File: src/rtl/spi_cmd_sequencer_if.sv
`default_nettype none
//------------------------------------------------------------------------------
// Module : spi_cmd_sequencer_if
// Brief  : Command, response stream and SPI-master signals of the sequencer.
// Rev    : 1.0
//------------------------------------------------------------------------------
interface spi_cmd_sequencer_if #(
    parameter int CMD_WIDTH  = 3,
    parameter int RESP_BYTES = 2,
    parameter int FIFO_DEPTH = 4
);
    logic                                  cmd_valid;
    logic [CMD_WIDTH-1:0]                  cmd;
    logic                                  cmd_ready;
    logic [7:0]                            out_byte;
    logic                                  out_valid;
    logic                                  out_last;
    logic [CMD_WIDTH-1:0]                  out_cmd;
    logic                                  out_ready;
    logic [7:0]                            spi_tx_byte;
    logic                                  spi_tx_dv;
    logic [$clog2(RESP_BYTES+2)-1:0]       spi_tx_count;
    logic                                  spi_tx_ready;
    logic [7:0]                            spi_rx_byte;
    logic                                  spi_rx_dv;
    logic                                  busy;
    logic [$clog2(FIFO_DEPTH+1)-1:0]       fifo_level;
    logic                                  err_timeout;
    logic                                  err_clear;

    modport master (
        input  cmd_valid, cmd, out_ready, spi_tx_ready, spi_rx_byte, spi_rx_dv, err_clear,
        output cmd_ready, out_byte, out_valid, out_last, out_cmd,
               spi_tx_byte, spi_tx_dv, spi_tx_count, busy, fifo_level, err_timeout
    );

    modport slave (
        output cmd_valid, cmd, out_ready, spi_tx_ready, spi_rx_byte, spi_rx_dv, err_clear,
        input  cmd_ready, out_byte, out_valid, out_last, out_cmd,
               spi_tx_byte, spi_tx_dv, spi_tx_count, busy, fifo_level, err_timeout
    );
endinterface
`default_nettype wire

File: src/rtl/spi_cmd_sequencer.sv
`default_nettype none
//------------------------------------------------------------------------------
// Module : spi_cmd_sequencer
// Brief  : Queues register-read commands, runs one CS burst per command on the
//          single-CS SPI master and streams the response bytes out.
// Rev    : 1.0
//------------------------------------------------------------------------------
module spi_cmd_sequencer #(
    parameter int         CMD_WIDTH    = 3,
    parameter int         RESP_BYTES   = 2,
    parameter int         FIFO_DEPTH   = 4,
    parameter logic [7:0] ADDR_BASE    = 8'h28,
    parameter logic [7:0] READ_MASK    = 8'h80,
    parameter int         TIMEOUT_CLKS = 1024
) (
    input  logic                clk,
    input  logic                rst,
    spi_cmd_sequencer_if.master bus
);
    localparam int c_PTR_W = $clog2(FIFO_DEPTH);
    localparam int c_LVL_W = $clog2(FIFO_DEPTH + 1);
    localparam int c_IDX_W = $clog2(RESP_BYTES + 1);
    localparam int c_CNT_W = $clog2(RESP_BYTES + 2);
    localparam int c_TMR_W = $clog2(TIMEOUT_CLKS + 1);

    localparam logic [c_LVL_W-1:0] c_DEPTH    = c_LVL_W'(FIFO_DEPTH);
    localparam logic [c_IDX_W-1:0] c_LAST_K   = c_IDX_W'(RESP_BYTES);
    localparam logic [c_IDX_W-1:0] c_LAST_J   = c_IDX_W'(RESP_BYTES - 1);
    localparam logic [c_TMR_W-1:0] c_TMR_LOAD = c_TMR_W'(TIMEOUT_CLKS - 1);
    localparam logic [c_CNT_W-1:0] c_TX_COUNT = c_CNT_W'(RESP_BYTES + 1);

    typedef enum logic [2:0] {
        S_IDLE    = 3'd0,
        S_ISSUE   = 3'd1,
        S_WAIT_RX = 3'd2,
        S_DRAIN   = 3'd3,
        S_OUTPUT  = 3'd4
    } state_t;

    state_t               r_state;
    state_t               w_state_next;

    logic [CMD_WIDTH-1:0] r_fifo_mem [FIFO_DEPTH];
    logic [c_PTR_W-1:0]   r_wr_ptr;
    logic [c_PTR_W-1:0]   r_rd_ptr;
    logic [c_LVL_W-1:0]   r_level;
    logic [CMD_WIDTH-1:0] r_cmd;
    logic [7:0]           r_addr;
    logic [c_IDX_W-1:0]   r_k;
    logic [c_IDX_W-1:0]   r_j;
    logic [7:0]           r_buf [RESP_BYTES];
    logic [c_TMR_W-1:0]   r_timer;
    logic                 r_err;

    logic                 w_push;
    logic                 w_pop;
    logic                 w_tx_fire;
    logic                 w_rx_take;
    logic                 w_timeout;
    logic                 w_out_fire;
    logic                 w_out_valid;
    logic [CMD_WIDTH-1:0] w_head;
    logic [7:0]           w_addr;
    logic [7:0]           w_out_byte;

    assign w_push      = bus.cmd_valid && (r_level < c_DEPTH);
    assign w_head      = r_fifo_mem[r_rd_ptr];
    // 8-bit arithmetic: the carry out of the address sum is intentionally lost
    assign w_addr      = (ADDR_BASE + 8'(w_head) * 8'(RESP_BYTES)) | READ_MASK;
    assign w_out_valid = (r_state == S_OUTPUT);

    always_ff @(posedge clk or posedge rst) begin
        if (rst) begin
            r_state <= S_IDLE;
        end else begin
            r_state <= w_state_next;
        end
    end

    always_comb begin
        w_state_next = r_state;
        w_pop        = 1'b0;
        w_tx_fire    = 1'b0;
        w_rx_take    = 1'b0;
        w_timeout    = 1'b0;
        w_out_fire   = 1'b0;
        case (r_state)
            S_IDLE: begin
                if (r_level != '0) begin
                    w_pop        = 1'b1;
                    w_state_next = S_ISSUE;
                end
            end
            S_ISSUE: begin
                if (bus.spi_tx_ready) begin
                    w_tx_fire    = 1'b1;
                    w_state_next = S_WAIT_RX;
                end
            end
            S_WAIT_RX: begin
                // a byte arriving on the last allowed clock still counts
                if (bus.spi_rx_dv) begin
                    w_rx_take    = 1'b1;
                    w_state_next = (r_k == c_LAST_K) ? S_OUTPUT : S_ISSUE;
                end else if (r_timer == '0) begin
                    w_timeout    = 1'b1;
                    w_state_next = S_DRAIN;
                end
            end
            S_DRAIN: begin
                if (bus.spi_tx_ready) begin
                    w_state_next = S_IDLE;
                end
            end
            S_OUTPUT: begin
                if (bus.out_ready) begin
                    w_out_fire = 1'b1;
                    if (r_j == c_LAST_J) begin
                        w_state_next = S_IDLE;
                    end
                end
            end
            default: w_state_next = S_IDLE;
        endcase
    end

    always_ff @(posedge clk) begin
        if (w_push) begin
            r_fifo_mem[r_wr_ptr] <= bus.cmd;
        end
    end

    always_ff @(posedge clk or posedge rst) begin
        if (rst) begin
            r_wr_ptr <= '0;
            r_rd_ptr <= '0;
            r_level  <= '0;
        end else begin
            if (w_push) begin
                r_wr_ptr <= r_wr_ptr + c_PTR_W'(1);
            end
            if (w_pop) begin
                r_rd_ptr <= r_rd_ptr + c_PTR_W'(1);
            end
            case ({w_push, w_pop})
                2'b10:   r_level <= r_level + c_LVL_W'(1);
                2'b01:   r_level <= r_level - c_LVL_W'(1);
                default: r_level <= r_level;
            endcase
        end
    end

    always_ff @(posedge clk or posedge rst) begin
        if (rst) begin
            r_cmd   <= '0;
            r_addr  <= 8'h00;
            r_k     <= '0;
            r_j     <= '0;
            r_timer <= '0;
            r_err   <= 1'b0;
            for (int i = 0; i < RESP_BYTES; i++) begin
                r_buf[i] <= 8'h00;
            end
        end else begin
            if (w_pop) begin
                r_cmd  <= w_head;
                r_addr <= w_addr;
                r_k    <= '0;
                r_j    <= '0;
            end
            if (w_tx_fire) begin
                r_timer <= c_TMR_LOAD;
            end else if ((r_state == S_WAIT_RX) && (r_timer != '0)) begin
                r_timer <= r_timer - c_TMR_W'(1);
            end
            if (w_rx_take) begin
                for (int i = 0; i < RESP_BYTES; i++) begin
                    if (r_k == c_IDX_W'(i + 1)) begin
                        r_buf[i] <= bus.spi_rx_byte;
                    end
                end
                if (r_k != c_LAST_K) begin
                    r_k <= r_k + c_IDX_W'(1);
                end
            end
            if (w_out_fire) begin
                r_j <= r_j + c_IDX_W'(1);
            end
            // a timeout in the same clock as err_clear leaves the flag set
            if (w_timeout) begin
                r_err <= 1'b1;
            end else if (bus.err_clear) begin
                r_err <= 1'b0;
            end
        end
    end

    always_comb begin
        w_out_byte = 8'h00;
        for (int i = 0; i < RESP_BYTES; i++) begin
            if (r_j == c_IDX_W'(i)) begin
                w_out_byte = r_buf[i];
            end
        end
    end

    assign bus.cmd_ready    = (r_level < c_DEPTH);
    assign bus.out_valid    = w_out_valid;
    assign bus.out_byte     = w_out_valid ? w_out_byte : 8'h00;
    assign bus.out_last     = w_out_valid && (r_j == c_LAST_J);
    assign bus.out_cmd      = w_out_valid ? r_cmd : '0;
    assign bus.spi_tx_byte  = (r_k == '0) ? r_addr : 8'h00;
    assign bus.spi_tx_dv    = w_tx_fire;
    assign bus.spi_tx_count = c_TX_COUNT;
    assign bus.busy         = (r_state != S_IDLE) || (r_level != '0);
    assign bus.fifo_level   = r_level;
    assign bus.err_timeout  = r_err;

endmodule
`default_nettype wire

File: src/flat_wrapper.sv
// flat-port wrapper written by rule: the top's interface ports become plain ports
module spi_cmd_sequencer_flat 
#(
    parameter int         CMD_WIDTH    = 3,
    parameter int         RESP_BYTES   = 2,
    parameter int         FIFO_DEPTH   = 4,
    parameter logic [7:0] ADDR_BASE    = 8'h28,
    parameter logic [7:0] READ_MASK    = 8'h80,
    parameter int         TIMEOUT_CLKS = 1024
)
  (clk, rst, bus_cmd_valid, bus_cmd, bus_out_ready, bus_spi_tx_ready, bus_spi_rx_byte, bus_spi_rx_dv, bus_err_clear, bus_cmd_ready, bus_out_byte, bus_out_valid, bus_out_last, bus_out_cmd, bus_spi_tx_byte, bus_spi_tx_dv, bus_spi_tx_count, bus_busy, bus_fifo_level, bus_err_timeout);
  spi_cmd_sequencer_if #(.CMD_WIDTH(CMD_WIDTH), .RESP_BYTES(RESP_BYTES), .FIFO_DEPTH(FIFO_DEPTH)) bus_i ();
  input  logic clk;
  input  logic rst;
  input wire logic [$bits(bus_i.cmd_valid)-1:0] bus_cmd_valid;
  input wire logic [$bits(bus_i.cmd)-1:0] bus_cmd;
  input wire logic [$bits(bus_i.out_ready)-1:0] bus_out_ready;
  input wire logic [$bits(bus_i.spi_tx_ready)-1:0] bus_spi_tx_ready;
  input wire logic [$bits(bus_i.spi_rx_byte)-1:0] bus_spi_rx_byte;
  input wire logic [$bits(bus_i.spi_rx_dv)-1:0] bus_spi_rx_dv;
  input wire logic [$bits(bus_i.err_clear)-1:0] bus_err_clear;
  output wire logic [$bits(bus_i.cmd_ready)-1:0] bus_cmd_ready;
  output wire logic [$bits(bus_i.out_byte)-1:0] bus_out_byte;
  output wire logic [$bits(bus_i.out_valid)-1:0] bus_out_valid;
  output wire logic [$bits(bus_i.out_last)-1:0] bus_out_last;
  output wire logic [$bits(bus_i.out_cmd)-1:0] bus_out_cmd;
  output wire logic [$bits(bus_i.spi_tx_byte)-1:0] bus_spi_tx_byte;
  output wire logic [$bits(bus_i.spi_tx_dv)-1:0] bus_spi_tx_dv;
  output wire logic [$bits(bus_i.spi_tx_count)-1:0] bus_spi_tx_count;
  output wire logic [$bits(bus_i.busy)-1:0] bus_busy;
  output wire logic [$bits(bus_i.fifo_level)-1:0] bus_fifo_level;
  output wire logic [$bits(bus_i.err_timeout)-1:0] bus_err_timeout;
  assign bus_i.cmd_valid = bus_cmd_valid;
  assign bus_i.cmd = bus_cmd;
  assign bus_i.out_ready = bus_out_ready;
  assign bus_i.spi_tx_ready = bus_spi_tx_ready;
  assign bus_i.spi_rx_byte = bus_spi_rx_byte;
  assign bus_i.spi_rx_dv = bus_spi_rx_dv;
  assign bus_i.err_clear = bus_err_clear;
  assign bus_cmd_ready = bus_i.cmd_ready;
  assign bus_out_byte = bus_i.out_byte;
  assign bus_out_valid = bus_i.out_valid;
  assign bus_out_last = bus_i.out_last;
  assign bus_out_cmd = bus_i.out_cmd;
  assign bus_spi_tx_byte = bus_i.spi_tx_byte;
  assign bus_spi_tx_dv = bus_i.spi_tx_dv;
  assign bus_spi_tx_count = bus_i.spi_tx_count;
  assign bus_busy = bus_i.busy;
  assign bus_fifo_level = bus_i.fifo_level;
  assign bus_err_timeout = bus_i.err_timeout;
  spi_cmd_sequencer #(.CMD_WIDTH(CMD_WIDTH), .RESP_BYTES(RESP_BYTES), .FIFO_DEPTH(FIFO_DEPTH), .ADDR_BASE(ADDR_BASE), .READ_MASK(READ_MASK), .TIMEOUT_CLKS(TIMEOUT_CLKS)) u_core (.clk(clk), .rst(rst), .bus(bus_i));
endmodule
File: config.mk
export PLATFORM = sky130hd
export DESIGN_NAME = spi_cmd_sequencer_flat
export DESIGN_NICKNAME = d
export VERILOG_FILES = /design/src/rtl/spi_cmd_sequencer_if.sv /design/src/rtl/spi_cmd_sequencer.sv /design/src/flat_wrapper.sv
export SDC_FILE = /design/constraint.sdc
export NUM_CORES = 1
export LEC_CHECK = 0
export CORE_UTILIZATION = 45
export DETAILED_ROUTE_END_ITERATION = 16
export HOLD_SLACK_MARGIN = 0.08
export PLACE_DENSITY = 0.73
export SYNTH_ARGS = -nofsm -noshare
export SYNTH_HDL_FRONTEND = slang
export SYNTH_SLANG_ARGS = --single-unit
File: constraint.sdc
create_clock -name clk -period 3 [get_ports clk]
set_clock_uncertainty 0.1 [all_clocks]
set_input_delay 0.3 -clock clk [delete_from_list [all_inputs] [get_ports clk]]
set_output_delay 0.3 -clock clk [all_outputs]
set_load 0.03 [all_outputs]
### Word-level counts from Yosys, hierarchy flattened

Memories as Yosys holds them, arrays and structs flattened.
Index checks and enable logic that the tools add are counted.

* register bits: 53
* memory bits (writable): 12
* input bits: 18
* word-level logic and storage cells: 93
* memories: 1

Memory list
* u_core.r_fifo_mem: words 4, bits a word 3, rd ports 1, clocked after Yosys merged registers in 0, write ports 1, line spi_cmd_sequencer.sv:43 `logic [CMD_WIDTH-1:0] r_fifo_mem [FIFO_DEPTH];`

* add/sub/neg operators: 8
* magnitude comparators: 1
* equality and inequality tests: 16
* muxes and demuxes: 37
* reduce and logical (&&, ||, !) cells: 18

Operators by type and width (number)
* 8-bit two-way mux: 4
* 3-bit two-way mux: 9
* 11-bit two-way mux: 2
* 1-bit two-way mux: 15
* 3-bit case mux with 5 select lines: 1
* 11-bit zero test: 1
* 11-bit nonzero test: 1
* 11-bit by 1-bit subtractor with 11-bit output (second input constant): 1
* 2-bit two-way mux: 5
* 2-bit != test (second input constant): 5
* 2-bit by 1-bit adder with 2-bit output (second input constant): 4
* 2-bit nonzero test: 4
* 6-bit by 4-bit adder with 7-bit output (first input constant): 1
* 2-bit by 1-bit equality test with 1-bit output (second input constant): 3
* 3-bit by 2-bit equality test with 1-bit output (second input constant): 2
* 3-bit case mux with 2 select lines: 1
* 6-bit AND reduction: 1
* 3-bit nonzero test: 2
* 2-bit equality test (second input constant): 2
* 2-bit zero test: 2
* 2-bit AND reduction: 2
* 3-bit by 1-bit adder with 3-bit output (second input constant): 1
* 3-bit by 1-bit equality test with 1-bit output (second input constant): 1
* 3-bit equality test (second input constant): 1
* 7 further kinds: 9

### Logic depth before layout (Yosys ltp)

* word-level depth: 6
* depth in mapped cells: 10
* depth with buffers taken out: 9

### Least setup slack after synthesis

No wires, ideal clock.

* path kind: reg2reg
* start point: register u_core.r_state[0]
* end point: register u_core.r_level[2], in the netlist u_core.bus.fifo_level[2]
* data arrival time: 2040 ps
* required time: 2768 ps
* path slack: 728 ps
* stages on the path, launching flop included: 11
* clock period less this slack: 2272 ps
* path through: dfrtp_1 buf_6 nor3_1 nand2_1 inv_1 ha_1 inv_1 fa_1 xor2_1 nor2_1 xnor2_1

* cells in the longest elaborated chain, start to end: 4
* elaborated cells between the ends (all ways): 6
* classes of those cells: eq/ne: 2; mux: 2; reduce/logical: 2

Ends and longest elaborated chain
* start: declaration: line spi_cmd_sequencer.sv:40 `state_t r_state;`
* start signal: assignment: line spi_cmd_sequencer.sv:76 `r_state <= w_state_next;`
* 3-bit zero test *: line spi_cmd_sequencer.sv:87 `case (r_state)`
* 1-bit two-way mux *: line spi_cmd_sequencer.sv:87
* via u_core.w_pop: line spi_cmd_sequencer.sv:56 `logic w_pop;`
* 2-bit by 1-bit equality test with 1-bit output / 2-bit equality test (equally long branches): line spi_cmd_sequencer.sv:145 `case ({w_push, w_pop})`
* 3-bit case mux with 2 select lines / 2-bit nonzero test (equally long branches)
* end signal: assignment: line spi_cmd_sequencer.sv:146 `2'b10: r_level <= r_level + c_LVL_W'(1);`
* end signal: assignment: line spi_cmd_sequencer.sv:147 `2'b01: r_level <= r_level - c_LVL_W'(1);`
* end signal: assignment: line spi_cmd_sequencer.sv:148 `default: r_level <= r_level;`
* end: declaration: line spi_cmd_sequencer.sv:46 `logic [c_LVL_W-1:0] r_level;`

The timed path passes the listed nets; every way through them passes the cells marked *.
A chain may end at the register's enable or synchronous reset.

### Worst setup path in the final report

* start point: register u_core.r_j[1]
* end point: output port bus_out_byte[7]

* cells in the longest elaborated chain, start to end: 4
* elaborated cells between the ends (all ways): 5
* classes of those cells: eq/ne: 1; mux: 3; reduce/logical: 1

Ends and longest elaborated chain
* start: declaration: line spi_cmd_sequencer.sv:50 `logic [c_IDX_W-1:0] r_j;`
* start signal: assignment: line spi_cmd_sequencer.sv:187 `r_j <= r_j + c_IDX_W'(1);`
* 2-bit zero test: line spi_cmd_sequencer.sv:201 `if (r_j == c_IDX_W'(i)) begin`
* 8-bit two-way mux: line spi_cmd_sequencer.sv:201
* 8-bit two-way mux *: line spi_cmd_sequencer.sv:201
* 8-bit two-way mux *: line spi_cmd_sequencer.sv:209 `assign bus.out_byte = w_out_valid ? w_out_byte : 8'h00;`
* end: declaration: line flat_wrapper.sv:23 `output wire logic [$bits(bus_i.out_byte)-1:0] bus_out_byte;`

Mark *: on every way between the ends. The rest lies on a longest branch, timed or not.

==> summary.txt <==
Finish
  • Fill count: roughly 550
  • Most frequent cells in the layout: dfrtp_1 (47), clkdlybuf4s50_1 (43), nor2_1 (24), nand2_1 (24)
  • Commonest non-fill, non-tap cell in the layout: dfrtp_1
  • Nets: between 300 and 400
  • # diodes: 0
  • Area Growth Syn to Fin: 22.9%
  • Layout cells sized above 1: about 16%

Route
  • Drt initial violations: between 60 and 70
  • Drt drc: 0
  • Via count: 2086
  • Drt wl/cell: 14.1 um
  • Via/cell ratio: about 5.3
  • First-pass detailed-route iteration total: 4
  • Post-route ant nets: 0
  • Post-Route WL: ~5600 um

Floorplanning
  • Die area: 6940 um^2
  • Initial Utilization: 46.8%
  • Die W: 83.3 um
  • Core area: 6350 um^2
  • Die Span Y: roughly 83 um
  • # IOs: 48
  • Core Rows: 29

CTS
  • Post-cts sizing count: 0
  • CTS tree: done
  • Hold_buf cts: 0
  • CTS Sinks: 59
  • Longest Clk Path Bufs: 2
  • H-tree depth: 3
  • Clock transition at path regs: around 0.070 ns
  • Clk_lat worst skew: 0.34 ns
  • Post-CTS setup buffer count: 0
  • Root buffer cell: clkbuf_8
  • CTS Buf Count: 9

Synth
  • Register area share after synthesis: 51.7%
  • Netlist cell types: 48
  • Synth async-reset ratio: 79.7%
  • Mean area per synthesized cell: 11.2 um^2
  • Post-synth top flop: dfrtp_1
  • Synthesis warning total: 0
  • Number of synthesized flops with an enable pin: 12
  • Post-Syn Area: 2970 um^2
  • Post-Synthesis Cells: 266
  • FF+latch count, synth: 59

Pwr
  • Comb pwr share: ~37%
  • Tot Pwr: slightly above 3000 uW
  • Leak: 0.00151 uW
  • PwrDens: 848 nW/um^2
  • Clock Power Share: 23.6%
  • Switching Share: approximately 36%
  • Internal power: 2000 uW
  • Reg power frac: 39.3%
  • Sw Pwr: approximately 1100 uW
  • Max VDD drop: 459 uV

Critical path
  • Setup crit end kind: output port
  • Data arrival, critical path: 2.25 ns
  • Crit path required time: 2.60 ns
  • Nature of the critical path startpoint: flip-flop
  • Worst Path Max Fanout: 17
  • Setup CP Type: reg2out

Place
  • Gpl congestion: 0.748
  • Hpwl dp: 3970 um
  • Port bufs: 43

STA
  • Unrepaired setup endpoints after global routing: no
  • Endpoints failing setup: 0
  • Slew Limit Fails: 0
  • Final hold slack: about 0.38 ns
  • Final period util: 88.5%
  • Max Clock Freq: about 380 MHz
  • Setup TNS: 0 ns
  • Max-slew headroom: 34.1%
  • Tightest Pin Transition: 0.987 ns
  • Hold Vio Cnt, Final: 0
  • Fin crit period: around 2.7 ns

Global route
  • Total gr overflow: 0
  • Vias in the first global route: 2105
  • First-pass GRT wire length: between 9000 and 10000 um
  • Tot GR Track Use: between 10% and 20%
  • Largest net degree at the start of global routing: between 40 and 50
  • Initial antenna violation count: 0

Outcome
  • Run status: completed

Flow run
  • Max cap viols: 0

Hold path
  • Hold/Removal Path Class: reg2reg
power by group through the flow:
stage                     registers [uW]  logic, uW  clock network, uW
after floorplan                     1200        874                  0
after global placement              1230       1140                  0
after detailed placement            1230       1160                  0
after CTS                           1220       1160                751
after global routing                1250       1260                779
final                               1220       1150                732
cells in the mapped netlist (6+ instances only):
library cell | number | area share (%)
a21oi_1 | 12 | 2.0
and2_1 | 13 | 2.7
buf_4 | 6 | 1.5
dfrtp_1 | 47 | 40
edfxtp_1 | 12 | 12
ha_1 | 8 | 3.4
inv_1 | 17 | 2.1
mux2_2 | 16 | 6.1
nand2_1 | 24 | 3.0
nand3_1 | 10 | 1.7
nor2_1 | 24 | 3.0
nor3_1 | 6 | 1.0
o21ai_0 | 6 | 1.0
layer usage:
metal / track usage, % / routed length, um
met1: 19.5 / 2360
met2: 31.9 / 3000
met5: 0 / 0
met4: 5.33 / 30
met3: 6.36 / 191
cell families (layout without fill, tap and decap cells):
group / Yosys count / after routing / synth area share [%]
flops: 59 / 59 / 51.7
simple gates: 104 / 104 / 19.4
compound gates: 34 / 34 / 8.46
mux: 21 / 21 / 9.01
fa+ha+maj: 9 / 9 / 4.04
other cells: 2 / 4 / 0.253
xor+xnor: 7 / 7 / 2.06
buf+inv: 30 / 80 / 5.05
final timing paths:
check | from | end | slack [ns] | cells past startpoint
setup / recovery | u_core.r_j[1] | bus_out_byte[7] | 0.35 | 5
hold / removal | u_core.r_timer[3] | u_core.r_timer[3] | 0.38 | 1
setup reg to reg | u_core.r_state[2] | u_core.bus.fifo_level[2] | 0.53 | 9
hold reg to reg | u_core.r_timer[3] | u_core.r_timer[3] | 0.38 | 1
max in group asynchronous | rst | u_core.r_buf[14] | 1.77 | 2
min in group asynchronous | rst | u_core.r_timer[5] | 0.41 | 2
worst max-delay path: stages (launching register included):
cell,delay (ns)
dfrtp_1,0.38
inv_1,0.08
ha_1,0.49
a22oi_1,0.17
nor2_1,0.12
clkdlybuf4s50_1,0.69
flip-flops by register name, summed over array words and instances, names as in the netlist:
name and cells:
u_core.r_wr_ptr 2, u_core.r_j 2, u_core.bus.fifo_level 3, u_core.r_fifo_mem 12, u_core.bus.err_timeout 1, u_core.r_cmd 2, u_core.r_k 2, u_core.r_rd_ptr 2
u_core.r_addr 3, u_core.r_timer 11, u_core.r_state 3, u_core.r_buf 16
layout make-up:
class	count	area (um^2)	share of cell area [%]
inverters	17	63.8	1.75
clock inverters	5	62.6	1.71
well taps	77	96.3	2.64
clock buffers	11	141	3.87
flip-flops and latches	59	1540	42.0
multi-input cells	179	1290	35.4
repair buffers	47	460	12.6
through the flow:
stage / cells / instance area [um^2] / setup WS [ns] / util, %
6_report: 395 / 3650 / 0.346 / 57.6
5_1_grt: 395 / 3650 / 0.175 / 57.6
4_1_cts: 395 / 3650 / 0.320 / 57.6
3_5_place_dp: 379 / 3450 / 0.539 / 54.3
3_3_place_gp: 379 / 3450 / 0.639 / 54.3
2_1_floorplan: 268 / 2980 / 0.728 / -
No activity file was read; power rests on OpenSTA's default activity.
